===== config.mk =====
export PLATFORM = sky130hd
export DESIGN_NAME = gctr_stream
export DESIGN_NICKNAME = d
export VERILOG_FILES = /design/src/rtl/gctr_stream.sv
export SDC_FILE = /design/constraint.sdc
export NUM_CORES = 1
export LEC_CHECK = 0
export CORE_UTILIZATION = 52
export CTS_BUF_LIST = sky130_fd_sc_hd__clkbuf_4
export CTS_CLUSTER_SIZE = 16
export DETAILED_ROUTE_END_ITERATION = 16
export PLACE_DENSITY = 0.88
export SLEW_MARGIN = 10
export SYNTH_ARGS = -nofsm -noshare
export SYNTH_HDL_FRONTEND = slang
export SYNTH_SLANG_ARGS = --single-unit
export TNS_END_PERCENT = 10

===== constraint.sdc =====
create_clock -name clk -period 13.35 [get_ports clk]
set_input_delay 2.67 -clock clk [delete_from_list [all_inputs] [get_ports clk]]
set_output_delay 2.67 -clock clk [all_outputs]
set_load 0.02 [all_outputs]

===== src/rtl/gctr_stream.sv =====
// GCTR engine: per block, fetch E(K,CB) over req/ack, XOR with din, emit masked result.
// Latency 3 cycles/block minimum (REQ, DATA, OUT); dout_ready low holds OUT and blocks the next request.
module gctr_stream #(
  parameter int BLOCK_W = 64,
  parameter int INC_W   = 32,
  parameter int LEN_W   = 16
) (
  input  logic               clk,
  input  logic               reset,
  input  logic               start,
  input  logic [BLOCK_W-1:0] icb,
  input  logic [LEN_W-1:0]   msg_bits,
  output logic               busy,
  output logic               done,
  input  logic [BLOCK_W-1:0] din,
  input  logic               din_valid,
  output logic               din_ready,
  output logic [BLOCK_W-1:0] dout,
  output logic               dout_valid,
  input  logic               dout_ready,
  output logic               dout_last,
  output logic [LEN_W-1:0]   dout_nbits,
  output logic               cph_req,
  output logic [BLOCK_W-1:0] cph_blk,
  input  logic               cph_ack,
  input  logic [BLOCK_W-1:0] cph_ks
);

  typedef enum logic [2:0] {
    S_IDLE,
    S_REQ,
    S_DATA,
    S_OUT,
    S_DONE
  } state_t;

  localparam logic [LEN_W-1:0] BW_LEN = LEN_W'(BLOCK_W);

  state_t             state, state_nxt;
  logic [BLOCK_W-1:0] ctr, ctr_inc, ks, mask;
  logic [LEN_W-1:0]   rem, nb;
  logic               is_last;

  // Only the low INC_W bits count; upper counter bits are carried through untouched.
  always_comb begin
    ctr_inc = ctr;
    ctr_inc[INC_W-1:0] = ctr[INC_W-1:0] + INC_W'(1);
  end

  always_comb begin
    nb      = (rem > BW_LEN) ? BW_LEN : rem;
    is_last = (rem <= BW_LEN);
    mask    = ~({BLOCK_W{1'b1}} >> nb);
  end

  always_ff @(posedge clk or posedge reset) begin
    if (reset) state <= S_IDLE;
    else       state <= state_nxt;
  end

  always_comb begin
    state_nxt  = state;
    busy       = 1'b1;
    done       = 1'b0;
    din_ready  = 1'b0;
    dout_valid = 1'b0;
    cph_req    = 1'b0;
    cph_blk    = '0;
    case (state)
      S_IDLE: begin
        busy = 1'b0;
        if (start) state_nxt = (msg_bits == '0) ? S_DONE : S_REQ;
      end
      S_REQ: begin
        cph_req = 1'b1;
        cph_blk = ctr;
        if (cph_ack) state_nxt = S_DATA;
      end
      S_DATA: begin
        din_ready = 1'b1;
        if (din_valid) state_nxt = S_OUT;
      end
      S_OUT: begin
        dout_valid = 1'b1;
        if (dout_ready) state_nxt = dout_last ? S_DONE : S_REQ;
      end
      S_DONE: begin
        done      = 1'b1;
        state_nxt = S_IDLE;
      end
      default: state_nxt = S_IDLE;
    endcase
  end

  always_ff @(posedge clk or posedge reset) begin
    if (reset) begin
      ctr        <= '0;
      rem        <= '0;
      ks         <= '0;
      dout       <= '0;
      dout_last  <= 1'b0;
      dout_nbits <= '0;
    end else begin
      case (state)
        S_IDLE: if (start) begin
          ctr <= icb;
          rem <= msg_bits;
        end
        S_REQ: if (cph_ack) begin
          ks  <= cph_ks;
          ctr <= ctr_inc;
        end
        S_DATA: if (din_valid) begin
          dout       <= (din ^ ks) & mask;
          dout_nbits <= nb;
          dout_last  <= is_last;
          rem        <= rem - nb;
        end
        default: ;
      endcase
    end
  end

endmodule


Word-level counts from Yosys, hierarchy flattened
Cells that the tools add are included.
{ "op_classes": {"n_addsub": 2, "order_cmp": 2, "eq_ne": 8, "n_shift": 1, "mux": 20, "bitwise": 4, "reduce_logical": 10} }
{ "ops": {"columns": ["op", "count"], "rows": [
  ["$mux W64", 2],
  ["$pmux W64 S2", 1],
  ["$and A64 B64 Y64", 1],
  ["$not A64 Y64", 1],
  ["$shr A64 B16 Y64 const A", 1],
  ["$xor A64 B64 Y64", 1],
  ["$mux W16", 3],
  ["$add A32 B1 Y32 const B", 1],
  ["$mux W32", 1],
  ["$pmux W16 S2", 1],
  ["$mux W3", 6],
  ["$gt A16 B7 Y1 const B", 1],
  ["$le A16 B7 Y1 const B", 1],
  ["$logic_not A16 Y1", 1],
  ["$sub A16 B16 Y16", 1],
  ["$pmux W3 S4", 1],
  ["$reduce_and A3 Y1", 3],
  ["$ne A2 B2 Y1 const B", 4],
  ["$eq A3 B2 Y1 const B", 2],
  ["$mux W1", 5],
  ["$reduce_and A2 Y1", 2],
  ["$reduce_and A4 Y1", 1],
  ["$reduce_bool A2 Y1", 2],
  ["$eq A3 B1 Y1 const B", 1],
  ["3 further kinds", 3]
]} }
{ "totals": {"regBits": 228, "inputBits": 214, "word_cells": 55} }

Longest topological paths before layout
{ "depth": {"ltp_word": 5, "depth_mapped": 12, "mapped_depth_nobuf": 9} }

Least setup slack after synthesis
Ideal clock, no wire load.
{ "synth_path": {"path_kind": "register to output", "from": "register state[2]", "to": "output cph_blk[13]", "arrival_ps": 1786, "required_time_ps": 10680, "path_slack_ps": 8894, "stages_incl_launch_ff": 8, "path_buffers": 3, "cell_sequence": "dfrtp_1 > clkbuf_1 > nand2b_1 > nand2b_1 > inv_1 > buf_2 > clkbuf_1 > and2_1"} }
{ "synth_via": {"elab_chain_cells": 2} }
{ "synth_lines": {"columns": ["item", "line", "rtl"], "rows": [
  ["start, declared", "39", "state_t state, state_nxt;"],
  ["start signal, assigned", "58", "else state <= state_nxt;"],
  ["$eq A3 B1 Y1", "69", "case (state)"],
  ["$mux W64", "69", null],
  ["end, declared", "24", "output logic [BLOCK_W-1:0] cph_blk,"]
]} }
Every way passes these cells.

Final worst setup path
{ "layout_path": {"from": "register state[2]", "to": "output cph_blk[18]"} }
The elaborated chain is that of the path after synthesis.

==> results.toml <==
[sta]
rsz0062_at_grt = "false"
final_hold_viol_count = 0
timing.final.crit_share_pct = 45.0
max_slew.worst_pin.slew_ns = 1.08
max-slew-margin-rel_pct = 28.3
hold_slack_ns = 0.459
setup-tns-final_ns = 0
drv_slew = 0
max_freq_mhz = 166
finalClockSkew_ns = 0.0666
setup_viol = 0
final.min_clock_period_ns = 6.01

[floorplanning]
floorplan.die.width_um = 151
rows = 54
ioPinCount = 364
die_y_um = 151
dieArea_sq_mm = 0.0227
coreArea_sq_mm = 0.0218
start_util_pct = 52.8

[pwr]
leakage_nw = 6.76
power.density_mw_per_mm2 = 230
max-vdd-ir-drop_mv = 0.116

[critical_path]
crit_path_cell_trace = "nand2b_1 > nand2b_2 > inv_2 > buf_4 > nand2_1 > inv_1 > clkdlybuf4s50_1"
crit_type = "reg2out"
crit_arrival_ns = 3.34
slowest_stage = "buf_4"
crit_path_max_fanout = 111
start_kind = "flop"
cp.required_ns = 10.68
slowest_delay_ns = 0.68
critPathBufInv = 4
cp_top_family = "buffers and inverters"
end_kind = "output port"

[yosys]
synth_area_leaders = "dfrtp_1, mux2_2, nand2_1"
yosys.area.top_type = "dfrtp_1"
ys_seq_area_share_pct = 49.7
netlist_instances = 1180
syn_area_per_cell_sq_um = 9.74
yosysWarningCount = 0
async_flop_share_pct = 100
synth_top_area_share_pct = 49.7
synth_edf_count = 0
synth_flop_cell = "dfrtp_1"
syn-num-nets = 1396
synth.distinct_cells = 70
synthesis.area_sq_mm = 0.0115
ys_seq_elements = 228

[clocking]
clkTransAtPathRegs_ns = 0.07
cts.sinks = 228
cts_hold_buf = 0
post-cts-setup-buffers = 0
cts_buffer_depth = 3
cts_inserted_buffers = 60
htreeDepth = 2
tritoncts = "built"
cts_resized = 0
root_buffer = "clkbuf_4"
clock_latency_ns = 0.73

[drt]
vias = 10800
wire_per_inst_um = 20.1
wirelength_um = 37200
drt_first_iter_violations = 830
drc_errors = 0
vias_per_cell = 5.83
drt-pass1-iter-count = 5
antenna_left = 0

[place]
dp_cells = 1745
hpwl_um = 26700
port_buffers = 363
gp_congestion = 0.987

[job]
maxCapViolations = 0

[final_layout]
synthToLayoutAreaGrowth_pct = 39.0
fill_cells = 1508
drive_gt1_share_pct = 12.1
layout.nets = 1743
stdcell_count = 1854

[global_route]
grt_max_degree = 147
grt_use_total_pct = 32.4
antenna_found_initial = 5
grt_pass1_wl_um = 56300
grt-ovfl-total = 0
grt_pass1_vias = 10600

[hold_path]
hp-class = "reg2reg"

[outcome]
status = "finished, final reports clean"
-- cells in the final DEF (no fill, tap or decap), types with 12 or more instances in the layout --
| cell type | count |
|---|---|
| nand3_1 | 67 |
| mux2_2 | 64 |
| dfrtp_1 | 228 |
| a21oi_1 | 69 |
| nor3_1 | 14 |
| xor2_1 | 20 |
| nand2_1 | 175 |
| nor4_1 | 12 |
| and2_1 | 66 |
| a31oi_1 | 15 |
| clkinv_1 | 14 |
| o22ai_1 | 16 |
| o21ai_0 | 46 |
| nand4_1 | 18 |
| nor2_1 | 54 |
| inv_1 | 14 |
| a2bb2oi_1 | 13 |
| xnor2_1 | 47 |
| clkdlybuf4s50_1 | 363 |
| o31ai_1 | 18 |
| clkbuf_4 | 84 |
-- final cells by class --
cell class	instances	area [sq um]	share of cell area, %
inverters	16	67.6	0.423
clock buffers	84	631	3.95
repair buffers	374	3720	23.3
clock inverters	19	129	0.807
diodes	6	15.0	0.0941
multi-input cells	847	5350	33.5
flip-flops and latches	228	5710	35.7
well taps	280	350	2.19
-- registers in the layout (all words and copies together), names as in the netlist --
register and count:
ctr 64, dout 64, dout_last 1, dout_nbits 16, ks 64, rem 16, state 3
-- synth_stat cells, drive strengths merged (4+ instances only) --
| cell type | count |
|---|---|
| dfrtp | 228 |
| nand2 | 176 |
| a21oi | 70 |
| nand3 | 68 |
| and2 | 66 |
| mux2 | 64 |
| clkbuf | 61 |
| nor2 | 55 |
| xnor2 | 47 |
| o21ai | 46 |
| buf | 28 |
| xor2 | 20 |
| nand4 | 18 |
| o31ai | 18 |
| nor3 | 17 |
| inv | 16 |
| o22ai | 16 |
| a31oi | 15 |
| nor4 | 14 |
| a2bb2oi | 13 |
| and3 | 11 |
| or3 | 9 |
| a22o | 8 |
| a22oi | 8 |
| a221oi | 7 |
| o41ai | 7 |
| a211oi | 6 |
| mux2i | 6 |
| a21o | 5 |
| nand2b | 5 |
| or2 | 5 |
| o2111ai | 4 |
| or4 | 4 |
-- cell families after synthesis --
family / count (synthesis) / share of synthesized area [%]
flops: 228 / 49.7
mux: 70 / 6.80
other cells: 1 / 0.0326
compound gates: 249 / 14.2
simple gates: 458 / 19.9
fa+ha+maj: 2 / 0.218
xor+xnor: 67 / 5.11
buf+inv: 105 / 4.04
-- metrics by stage --
| stage | cell area (sq um) | worst slack, ns | util [%] | total power [mW] |
|---|---|---|---|---|
| finish | 16000 | 7.34 | 73.4 | 3.67 |
| global placement | 15200 | 7.95 | 69.8 | 2.97 |
| detailed placement | 15200 | 7.89 | 69.8 | 3.04 |
| CTS | 15900 | 7.35 | 73.3 | 3.67 |
| global route | 16000 | 7.05 | 73.4 | 3.88 |
| floorplan | 11500 | 4.43 | - | 2.34 |
-- power breakdown --
group | internal [mW] | total, mW | switching [mW]
Clock | 0.327 | 0.616 | 0.290
Combinational | 0.803 | 1.75 | 0.947
Sequential | 0.999 | 1.30 | 0.302
Total | 2.13 | 3.67 | 1.54
-- worst register-to-register path, stage by stage, from the launching register on --
cell and delay, ns:
dfrtp_1 0.91, or3_4 0.29, o31ai_1 0.10, nand2_1 0.37
nand2_1 0.11, ha_1 0.34, o41ai_1 0.69, a21oi_1 0.14
o21ai_0 0.24, o211ai_1 0.13
-- per-layer routing --
layer | part of all wire, % | track usage (%)
met5 | 0 | 0
met4 | 4.1 | 16.6
met3 | 10 | 10.5
met2 | 50 | 54.2
met1 | 36 | 37.2
-- path summary, 6_finish.rpt --
path / start / end / slack, ns / cells past startpoint
max in group asynchronous: reset / ctr[6] / 9.06 / 3
setup / recovery: state[2] / cph_blk[18] / 7.34 / 7
hold reg to reg: ctr[62] / ctr[62] / 0.46 / 2
setup reg to reg: rem[4] / rem[10] / 9.90 / 9
hold / removal: ctr[62] / ctr[62] / 0.46 / 2
min in group asynchronous: reset / ctr[46] / 2.61 / 2
Note: power is estimated with default switching activity, not from simulation.
